--- config.mk ---
export PLATFORM = sky130hd
export DESIGN_NAME = mem_access_ctrl
export DESIGN_NICKNAME = d
export VERILOG_FILES = /design/src/rtl/mem_access_ctrl.sv
export SDC_FILE = /design/constraint.sdc
export NUM_CORES = 1
export LEC_CHECK = 0
export CORE_ASPECT_RATIO = 0.6
export CORE_MARGIN = 4
export CORE_UTILIZATION = 25
export DETAILED_ROUTE_END_ITERATION = 8
export SETUP_SLACK_MARGIN = 0.02
export SKIP_CTS_REPAIR_TIMING = 1
export SYNTH_ARGS = -nofsm -noshare
export SYNTH_HDL_FRONTEND = slang
export SYNTH_SLANG_ARGS = --single-unit
--- constraint.sdc ---
create_clock -name clk -period 1.9 [get_ports clk]
set_clock_uncertainty 0.1 [all_clocks]
set_input_delay 0.19 -clock clk [delete_from_list [all_inputs] [get_ports clk]]
set_output_delay 0.19 -clock clk [all_outputs]
set_load 0.1 [all_outputs]
--- src/rtl/mem_access_ctrl.sv ---
// mem_access_ctrl
// Memory-stage sequencer behind the EX/MEM register. Drives the data-memory
// req/ack port, stalls the pipeline while an access is outstanding, flags
// misaligned accesses and abandoned (timed-out) accesses, and produces the
// taken-branch flush for EX/MEM.
//
// Optional build macro: MEM_ACCESS_STATS_EN
//   When defined, adds stat_accesses / stat_stall_cycles counters and ports.
//
// TIMEOUT_CYCLES must be at least 2 and CNT_W must be wide enough to hold
// TIMEOUT_CYCLES (the counter is allowed to step to that value on the last
// REQ cycle before it is cleared in DONE).
module mem_access_ctrl #(
    parameter int unsigned TIMEOUT_CYCLES = 16,
    parameter int unsigned CNT_W          = 5
) (
    input  logic        clk,
    input  logic        reset,
    input  logic [1:0]  mem_read,
    input  logic [1:0]  mem_write,
    input  logic [31:0] addr,
    input  logic [31:0] wdata,
    input  logic        branch,
    input  logic        zero,
    output logic        dmem_req,
    output logic        dmem_we,
    output logic [1:0]  dmem_size,
    output logic [31:0] dmem_addr,
    output logic [31:0] dmem_wdata,
    input  logic        dmem_ack,
    input  logic [31:0] dmem_rdata,
    output logic [31:0] rdata_out,
    output logic        rdata_valid,
    output logic        stall,
    output logic        exe_flush,
    output logic        misalign_exc,
    output logic        timeout_exc
`ifdef MEM_ACCESS_STATS_EN
    ,
    output logic [31:0] stat_accesses,
    output logic [31:0] stat_stall_cycles
`endif
);

    typedef enum logic [1:0] {
        ST_IDLE = 2'b00,
        ST_REQ  = 2'b01,
        ST_DONE = 2'b10
    } state_t;

    // Size of the access presented by EX/MEM; a write overrides a read.
    function automatic logic [1:0] access_size(input logic [1:0] rd,
                                               input logic [1:0] wr);
        logic [1:0] sz;
        if (wr != 2'b00) begin
            sz = wr;
        end else begin
            sz = rd;
        end
        return sz;
    endfunction

    // Halfwords need an even address, words need a 4-byte aligned address.
    function automatic logic is_misaligned(input logic [1:0] sz,
                                           input logic [1:0] a_lo);
        logic mis;
        case (sz)
            2'b10:   mis = a_lo[0];
            2'b11:   mis = (a_lo != 2'b00);
            default: mis = 1'b0;
        endcase
        return mis;
    endfunction

    localparam logic [CNT_W-1:0] CNT_LAST = CNT_W'(TIMEOUT_CYCLES - 1);

    // Registered state and outputs
    state_t            r_state;
    logic              r_dmem_req;
    logic              r_dmem_we;
    logic [1:0]        r_dmem_size;
    logic [31:0]       r_dmem_addr;
    logic [31:0]       r_dmem_wdata;
    logic [31:0]       r_rdata_out;
    logic              r_rdata_valid;
    logic              r_misalign_exc;
    logic              r_timeout_exc;
    logic [CNT_W-1:0]  r_cnt;

    // Decoded request and next-state values
    logic              w_acc;
    logic              w_is_write;
    logic [1:0]        w_size;
    logic              w_misaligned;
    logic              w_timeout_hit;
    logic              w_stall;
    state_t            w_state_nxt;
    logic              w_req_nxt;
    logic              w_we_nxt;
    logic [1:0]        w_size_nxt;
    logic [31:0]       w_addr_nxt;
    logic [31:0]       w_wdata_nxt;
    logic [31:0]       w_rdata_nxt;
    logic              w_rv_nxt;
    logic              w_mis_nxt;
    logic              w_to_nxt;
    logic [CNT_W-1:0]  w_cnt_nxt;

    assign w_is_write    = (mem_write != 2'b00);
    assign w_acc         = w_is_write || (mem_read != 2'b00);
    assign w_size        = access_size(mem_read, mem_write);
    assign w_misaligned  = is_misaligned(w_size, addr[1:0]);
    assign w_timeout_hit = (r_cnt == CNT_LAST);

    // Next-state, next-register values and the combinational stall.
    always_comb begin
        w_state_nxt = r_state;
        w_req_nxt   = r_dmem_req;
        w_we_nxt    = r_dmem_we;
        w_size_nxt  = r_dmem_size;
        w_addr_nxt  = r_dmem_addr;
        w_wdata_nxt = r_dmem_wdata;
        w_rdata_nxt = r_rdata_out;
        w_rv_nxt    = 1'b0;
        w_mis_nxt   = 1'b0;
        w_to_nxt    = 1'b0;
        w_cnt_nxt   = {CNT_W{1'b0}};
        w_stall     = 1'b0;

        case (r_state)
            ST_IDLE: begin
                if (w_acc) begin
                    if (w_misaligned) begin
                        // No memory effect: let the instruction go, flag it.
                        w_mis_nxt = 1'b1;
                    end else begin
                        w_stall     = 1'b1;
                        w_state_nxt = ST_REQ;
                        w_req_nxt   = 1'b1;
                        w_we_nxt    = w_is_write;
                        w_size_nxt  = w_size;
                        w_addr_nxt  = addr;
                        w_wdata_nxt = wdata;
                    end
                end else begin
                    w_state_nxt = ST_IDLE;
                end
            end

            ST_REQ: begin
                w_stall   = 1'b1;
                w_cnt_nxt = r_cnt + {{(CNT_W-1){1'b0}}, 1'b1};
                if (dmem_ack) begin
                    // Ack takes priority over a simultaneous timeout.
                    w_state_nxt = ST_DONE;
                    w_req_nxt   = 1'b0;
                    if (!r_dmem_we) begin
                        w_rv_nxt    = 1'b1;
                        w_rdata_nxt = dmem_rdata;
                    end else begin
                        w_rv_nxt    = 1'b0;
                    end
                end else if (w_timeout_hit) begin
                    w_state_nxt = ST_DONE;
                    w_req_nxt   = 1'b0;
                    w_to_nxt    = 1'b1;
                end else begin
                    w_state_nxt = ST_REQ;
                end
            end

            ST_DONE: begin
                // Pipeline advances on this edge; the access is never reissued.
                w_state_nxt = ST_IDLE;
            end

            default: begin
                w_state_nxt = ST_IDLE;
                w_req_nxt   = 1'b0;
            end
        endcase
    end

    // State register and registered memory-port / pulse outputs.
    always_ff @(posedge clk) begin
        if (reset) begin
            r_state        <= ST_IDLE;
            r_dmem_req     <= 1'b0;
            r_dmem_we      <= 1'b0;
            r_dmem_size    <= 2'b00;
            r_dmem_addr    <= 32'h0000_0000;
            r_dmem_wdata   <= 32'h0000_0000;
            r_rdata_out    <= 32'h0000_0000;
            r_rdata_valid  <= 1'b0;
            r_misalign_exc <= 1'b0;
            r_timeout_exc  <= 1'b0;
            r_cnt          <= {CNT_W{1'b0}};
        end else begin
            r_state        <= w_state_nxt;
            r_dmem_req     <= w_req_nxt;
            r_dmem_we      <= w_we_nxt;
            r_dmem_size    <= w_size_nxt;
            r_dmem_addr    <= w_addr_nxt;
            r_dmem_wdata   <= w_wdata_nxt;
            r_rdata_out    <= w_rdata_nxt;
            r_rdata_valid  <= w_rv_nxt;
            r_misalign_exc <= w_mis_nxt;
            r_timeout_exc  <= w_to_nxt;
            r_cnt          <= w_cnt_nxt;
        end
    end

`ifdef MEM_ACCESS_STATS_EN
    logic        w_done_entry;
    logic [31:0] r_stat_accesses;
    logic [31:0] r_stat_stall_cycles;

    assign w_done_entry = (r_state == ST_REQ) && (w_state_nxt == ST_DONE);

    // Free-running access and stall-cycle counters, wrapping at 2^32.
    always_ff @(posedge clk) begin
        if (reset) begin
            r_stat_accesses     <= 32'h0000_0000;
            r_stat_stall_cycles <= 32'h0000_0000;
        end else begin
            if (w_done_entry) begin
                r_stat_accesses <= r_stat_accesses + 32'd1;
            end else begin
                r_stat_accesses <= r_stat_accesses;
            end
            if (w_stall) begin
                r_stat_stall_cycles <= r_stat_stall_cycles + 32'd1;
            end else begin
                r_stat_stall_cycles <= r_stat_stall_cycles;
            end
        end
    end

    assign stat_accesses     = r_stat_accesses;
    assign stat_stall_cycles = r_stat_stall_cycles;
`endif

    assign dmem_req     = r_dmem_req;
    assign dmem_we      = r_dmem_we;
    assign dmem_size    = r_dmem_size;
    assign dmem_addr    = r_dmem_addr;
    assign dmem_wdata   = r_dmem_wdata;
    assign rdata_out    = r_rdata_out;
    assign rdata_valid  = r_rdata_valid;
    assign misalign_exc = r_misalign_exc;
    assign timeout_exc  = r_timeout_exc;
    assign stall        = w_stall;
    assign exe_flush    = branch & zero & ~w_stall;

endmodule

=== Word level (Yosys, flattened, before mapping) ===
Index checks and enable logic that the tools add are counted.

* Register bits after elaboration: 110
* Logic and storage cells: 61
* Output and inout bits: 105

* Bitwise operators: 10
* Reduce and logical (&&, ||, !) cells: 12
* Multiplexer cells: 18
* $add $sub $neg: 1
* Equality and inequality tests: 9

{| class="wikitable"
|+ Operators by type and width
! kind !! number
|-
| $mux W2 || 5
|-
| $mux W1 || 9
|-
| $reduce_or A3 Y1 || 3
|-
| $not A1 Y1 || 8
|-
| $eq A2 B2 Y1 const B || 3
|-
| $ne A3 B3 Y1 const B || 2
|-
| $reduce_and A3 Y1 || 2
|-
| $reduce_bool A2 Y1 || 3
|-
| $add A5 B1 Y5 const B || 1
|-
| $eq A5 B4 Y1 const B || 1
|-
| $ne A2 B2 Y1 const B || 2
|-
| $pmux W1 S2 || 2
|-
| $pmux W2 S2 || 1
|-
| $reduce_and A4 Y1 || 1
|-
| $pmux W1 S3 || 1
|-
| $and A1 B1 Y1 || 2
|-
| $eq A2 B1 Y1 const B || 1
|-
| $logic_not A2 Y1 || 1
|-
| $reduce_or A2 Y1 || 1
|-
| $logic_or A1 B1 Y1 || 1
|}

=== Depth between registers and ports, before layout ===
Gate-level depths: netlist of the first run.

* Depth in word-level cells: 9
* Depth in mapped cells: 7
* Gate-level depth less buffers: 6

=== Worst setup path before layout of the first run ===
OpenSTA, ideal clock, no wires.

* Kind: in2out
* Start point: input mem_write[1]
* End point: output stall
* Cell stages on the path: 6
* Required time: 1.610 ns
* Path slack: -1.627 ns
* Buffers on the path: 2
* Arrival: 3.237 ns
* Cells stage by stage: buf_4 > and4bb_1 > o21ai_2 > buf_4 > nand2_1 > o31ai_1

* Cells in the longest elaborated chain, start to end: 7
* Elaborated cells on any way between the ends: 9

{| class="wikitable"
|+ RTL lines
! what !! RTL line !! text
|-
| start, declared || 20 || <nowiki>input logic [1:0] mem_write,</nowiki>
|-
| $reduce_bool A2 Y1 || 55, 109 ||
|-
| $mux W2 || 55 || <nowiki>if (wr != 2'b00) begin</nowiki>
|-
| $eq A2 B2 Y1 || 67 || <nowiki>case (sz)</nowiki>
|-
| $pmux W1 S2 || 67 ||
|-
| $mux W1 || 133 || <nowiki>if (w_misaligned) begin</nowiki>
|-
| $mux W1 * || 132 || <nowiki>if (w_acc) begin</nowiki>
|-
| $pmux W1 S2 * || 130 || <nowiki>case (r_state)</nowiki>
|-
| end, declared || 34 || <nowiki>output logic stall,</nowiki>
|}

Every way passes the cells marked *; elsewhere a longest branch is shown, timed or not.

=== Worst setup path in the final report of the first run ===
* Start point: register r_state[1]
* End point: output exe_flush

* Cells in the longest elaborated chain, start to end: 4
* Elaborated cells on any way between the ends: 5

{| class="wikitable"
|+ RTL lines
! what !! RTL line !! text
|-
| start, declared || 78 || <nowiki>state_t r_state;</nowiki>
|-
| start signal, assigned || 199 || <nowiki>r_state <= w_state_nxt;</nowiki>
|-
| $eq A2 B1 Y1 / $logic_not A2 Y1 (equally long branches) || 130 ||
|-
| $pmux W1 S2 * || 130 ||
|-
| $not A1 Y1 * || 253 || <nowiki>assign exe_flush = branch & zero & ~w_stall;</nowiki>
|-
| $and A1 B1 Y1 * || 253 ||
|-
| end, declared || 35 || <nowiki>output logic exe_flush,</nowiki>
|}

Marks and branches as above.

==> qor.yml, run 1 <==
status: "finished, final reports clean"
startpoint_type: "register"
grt_pass1_vias: 4796
root_buffer: "clkbuf_16"
slew_headroom_pct: 56.7
drc: 0
final_cells: 947
place_hpwl_um: 11700
fp.dieW_um: 180
period_needed_ns: 1.82
nets: 815
drive_gt1_share_pct: 24.5
yosysWarnings: 0
finalSetupViolations: 0
track_usage_pct: 15.7
vias: 4787
slew_violations: 0
cts_buffers: 9
cpPeakStageDelay_ns: 0.34
path_cells: "buf_6 -> nand2b_4 -> buf_4 -> nand3_2 -> a21oi_4 -> buf_12"
cp.arrival_ns: 1.53
cts.sinks: 110
final.setup.tns_ns: 0
rsz0062_at_grt: "false"
ys_seq_area_share_pct: 49.5
viasPerCell: 5.05
clk_latency_ns: 0.35
start_util_pct: 25.7
max_cap_violations: 0
ios: 210
pwr_density_cell_nw_per_um2: 993
drt_iter0_drc: 339
diodes: 0
antenna_found_initial: 0
core_area_sq_um: 17300
worst_ir_drop_vdd_uv: 357
place_inst: 929
synth-edff-count: 0
area_growth_pct: 59.0
firstDrtPassIters: 6
syn_area_sq_um: 4440
gr-total-overflow: 0
place_congestion: 0.813
async_flop_share_pct: 0
ys_types: 31
finalHoldViolCount: 0
clock_path_buffers: 2
p_leak_uw: 0.00288
cp.required_ns: 1.61
grt_max_degree: 64
syn-num-nets: 621
ant_nets: 0
portBuffers: 209
end_kind: "output pin"
max_freq_mhz: 549
clkSlewWorstSetupHoldPaths_ns: 0.08
die_y_um: 111
die_area_sq_um: 20000
critical_path.slowest_cell: "dfxtp_2"
power_uw: 7020
path_max_fanout: 6
wl_per_cell_um: 17.5
crit_type: "register to output pin"
placementRows: 37
syn_inst: 514
final.period_utilization_pct: 95.8
synth.avg_cell_area_sq_um: 8.65
htree_levels: 3
ys_ff_latch: 110
synth_ff_type: "dfxtp_1"
drt_wl_total_um: 16500
worst_pin_slew_ns: 0.649
cts_tree: "built"
grt_pass1_wl_um: 26000
hp-class: "input pin to register"
metal layers:
layer	global-route usage (%)	vias up	share of wire (%)
li1	-	2290	-
met1	21.1	2268	46
met2	23.7	215	43
met3	6.36	14	9.9
met4	3.88	0	1.0
met5	0	-	0
where the power goes:
part / switching (uW) / leakage, uW / internal [uW]
logic: 1750 / 0.00182 / 670
clock network: 943 / 0.000157 / 1090
registers: 99.9 / 0.000901 / 2470
layout by cell type, fill, tap and decap left out, types with 3 or more instances in the layout:
cell type,count
inv_1,3
a31oi_1,3
dlymetal6s2s_1,4
dfxtp_1,108
nor3_1,3
clkbuf_16,9
and3_1,3
o31ai_1,64
nor2_1,8
buf_12,9
nand2_1,67
buf_4,130
a21oi_1,98
clkdlybuf4s50_1,99
nand4_1,63
kinds of logic after synthesis:
| group | count (synthesis) | synth area share [%] |
|---|---|---|
| AO/OA/AOI/OAI | 174 | 23.8 |
| XOR/XNOR | 2 | 0.394 |
| adder cells (fa/ha/maj) | 2 | 0.563 |
| buffers and inverters | 64 | 6.98 |
| flip-flops | 110 | 49.5 |
| AND/OR/NAND/NOR | 162 | 18.7 |
worst paths after layout:
path,start,to,slack (ns),cells after the start
worst max register to register,r_state[0],dmem_wdata[20],0.23,5
worst max-delay path,r_state[1],exe_flush,0.08,6
worst min-delay path,dmem_rdata[3],rdata_out[3],0.28,3
worst min register to register,rdata_out[24],rdata_out[24],0.36,2
synthesized netlist by cell type (3+ instances only):
| library cell | instances | share of area (%) |
|---|---|---|
| inv_1 | 3 | 0.25 |
| nor2_1 | 9 | 0.76 |
| nor2b_1 | 3 | 0.42 |
| a31oi_1 | 3 | 0.42 |
| o31ai_1 | 65 | 11 |
| a21oi_1 | 99 | 11 |
| nand2_1 | 68 | 5.7 |
| clkbuf_1 | 39 | 3.3 |
| nor3_1 | 4 | 0.45 |
| buf_2 | 14 | 1.6 |
| and3_1 | 3 | 0.42 |
| nand4_1 | 63 | 8.9 |
| nand3_1 | 3 | 0.34 |
| dfxtp_1 | 110 | 50 |
| buf_6 | 6 | 1.5 |
cell type report:
type | instances | area, sq um
clock buffer | 10 | 239
clock inverter | 6 | 75.1
fill | 1720 | 10200
inverter | 3 | 11.3
multi-input combinational | 340 | 2030
sequential | 110 | 2200
tap | 234 | 293
timing repair buffer | 244 | 2220
worst max-delay path, delay by kind of cell (launching register included):
kind / cells / cell delay, ns
buffers and inverters: 3 / 0.44
DFF: 1 / 0.34
and+or+nand+nor: 2 / 0.22
AOI/OAI and AO/OA: 1 / 0.16
sequential cells by signal, indices dropped and copies added (netlist names):
signal / count
rdata_valid: 1
rdata_out: 32
misalign_exc: 1
dmem_we: 1
dmem_req: 1
r_state: 2
dmem_wdata: 32
r_cnt: 5
dmem_size: 2
timeout_exc: 1
dmem_addr: 32
per-stage QoR:
step / worst slack [ns] / instance area, sq um / hold WS (ns) / util (%)
5_1_grt: 0.0287 / 7070 / 0.280 / 40.9
4_1_cts: -0.192 / 7000 / -0.0602 / 40.5
3_5_place_dp: -0.270 / 6690 / 0.324 / 38.7
6_report: 0.0798 / 7070 / 0.276 / 40.9
3_3_place_gp: -0.286 / 6690 / 0.317 / 38.7
2_1_floorplan: -0.203 / 4490 / 0.166 / -
Power figures use the tool's default switching activity.
==> inputs of run 2 (changes only) <==
Settings changed: CORE_ASPECT_RATIO 0.6 to 1.25, CORE_UTILIZATION 25 to 41, PLACE_DENSITY set to 0.79.
==> qor.yml, run 2 (synthesized netlist as in run 1, its figures left out) <==
grt_pass1_vias: 4639  # was 4796
final.setup.tns_ns: 0  # unchanged
gr-total-overflow: 0  # unchanged
path_max_fanout: 4  # was 6
layout_common_cells: "buf_4 (130), dfxtp_1 (108), clkdlybuf4s50_1 (99), a21oi_1 (98), nand2_1 (67)"  # unchanged
vias: 4765  # was 4787
r2r-start: "r_state[0]"  # unchanged
period_needed_ns: 1.83  # was 1.82 ns
final.fill_count: 874  # was 1720
viasPerCell: 5.65  # was 5.05
diodes: 0  # unchanged
firstDrtPassIters: 4  # was 6
start_util_pct: 41.9  # was 25.7%
power_uw: 6750  # was 7020 uW
cts_tree: "built"  # unchanged
met2_usage_pct: 39.4  # was 23.7%
drt_iter0_drc: 162  # was 339
max_cap_violations: 0  # unchanged
slew_headroom_pct: 59.9  # was 56.7%
final.period_utilization_pct: 96.2  # was 95.8%
area_growth_pct: 55.5  # was 59.0%
root_buffer: "clkbuf_16"  # unchanged
startpoint_type: "register"  # unchanged
place_inst: 828  # was 929
clk_latency_ns: 0.34  # was 0.35 ns
clock_path_buffers: 2  # unchanged
finalHoldViolCount: 0  # unchanged
antenna_found_initial: 0  # unchanged
track_usage_pct: 21.9  # was 15.7%
clkSlewWorstSetupHoldPaths_ns: 0.07  # was 0.08 ns
finalSetupViolations: 0  # unchanged
htree_levels: 3  # unchanged
hp-class: "input pin to register"  # unchanged
ant_nets: 0  # unchanged
status: "finished, final reports clean"  # unchanged
wl_per_cell_um: 17.2  # was 17.5 um
worst_ir_drop_vdd_uv: 459  # was 357 uV
rsz0062_at_grt: "true"  # was false
worst_pin_slew_ns: 0.601  # was 0.649 ns
cts.sinks: 110  # unchanged
grt_pass1_wl_um: 22700  # was 26000 um
p_leak_uw: 0.00287  # was 0.00288 uW
portBuffers: 209  # unchanged
crit_type: "register to output pin"  # unchanged
holdPathStages: 2  # was 3
die_area_sq_um: 12600  # was 20000 sq um
regArea_sq_um: 2210  # was 2200 sq um
final_common_cell: "buf_4"  # unchanged
max_freq_mhz: 547  # was 549 MHz
cp.required_ns: 1.61  # about the same
place_hpwl_um: 10200  # was 11700 um
grtUsageMet3_pct: 5.15  # was 6.36%
grtUsageMet1_pct: 24.5  # was 21.1%
cts_buffers: 9  # unchanged
multi_input_area_sq_um: 2010  # was 2030 sq um
busiest_layer: "met2"  # unchanged
drive_gt1_share_pct: 24.0  # was 24.5%
fp.dieW_um: 101  # was 180 um
r2r_cells: 4  # was 5
grt_max_degree: 52  # was 64
drt_wl_total_um: 14500  # was 16500 um
nets: 815  # unchanged
critPathLaunch: "r_state[1]"  # unchanged
cp.arrival_ns: 1.54  # was 1.53 ns
pwr_density_cell_nw_per_um2: 976  # was 993 nW/um^2
placementRows: 42  # was 37
drc: 0  # unchanged
ios: 210  # unchanged
reg2reg_slack_ns: 0.11  # was 0.23 ns
min_from: "reset"  # was dmem_rdata[3]
place_congestion: 0.800  # was 0.813
end_kind: "output pin"  # unchanged
final_cells: 844  # was 947
die_y_um: 124  # was 111 um
core_area_sq_um: 10600  # was 17300 sq um
slew_violations: 0  # unchanged
==> run 2: cell type report <==
class,count,share of cell area [%]
sequential,110,31.9
clock buffer,13,3.91
tap,132,2.39
timing repair buffer,244,32.2
inverter,3,0.163
clock inverter,2,0.235
multi-input combinational,340,29.1
==> run 2: per-layer routing <==
metal | up-vias | wire length, um | part of all wire, %
met3 | 23 | 1350 | 9.3
met5 | - | 0 | 0
met2 | 219 | 7440 | 51
met1 | 2235 | 5400 | 37
met4 | 0 | 311 | 2.1
li1 | 2288 | - | -
==> run 2: metrics by stage <==
step           area (sq um)  util [%]  hold WS, ns  setup WS, ns
6_report               6910      65.1       0.0243        0.0721
5_1_grt                6910      65.1       0.0198       0.00751
4_1_cts                6870      64.7      0.00810        -0.191
3_5_place_dp           6580      62.0        0.338        -0.322
3_3_place_gp           6580      62.0        0.329        -0.210
2_1_floorplan          4490         -        0.166        -0.203
==> run 2: worst paths after layout <==
kind / endpoint
setup / recovery: exe_flush
hold / removal: dmem_wdata[20]
setup reg to reg: dmem_addr[29]
hold reg to reg: r_cnt[0]
==> run 2: report_power, final <==
| part | switching (uW) | total (uW) | internal (uW) |
|---|---|---|---|
| combinational | 1730 | 2400 | 673 |
| sequential | 94.7 | 2560 | 2470 |
| clock | 792 | 1780 | 993 |
==> run 2: critical path, cell delays in order, from the launching register on <==
cell and delay (ns):
dfxtp_4 0.38, buf_4 0.14, nand2b_1 0.14, buf_6 0.13, nand3_2 0.09, a21oi_4 0.14
buf_12 0.19
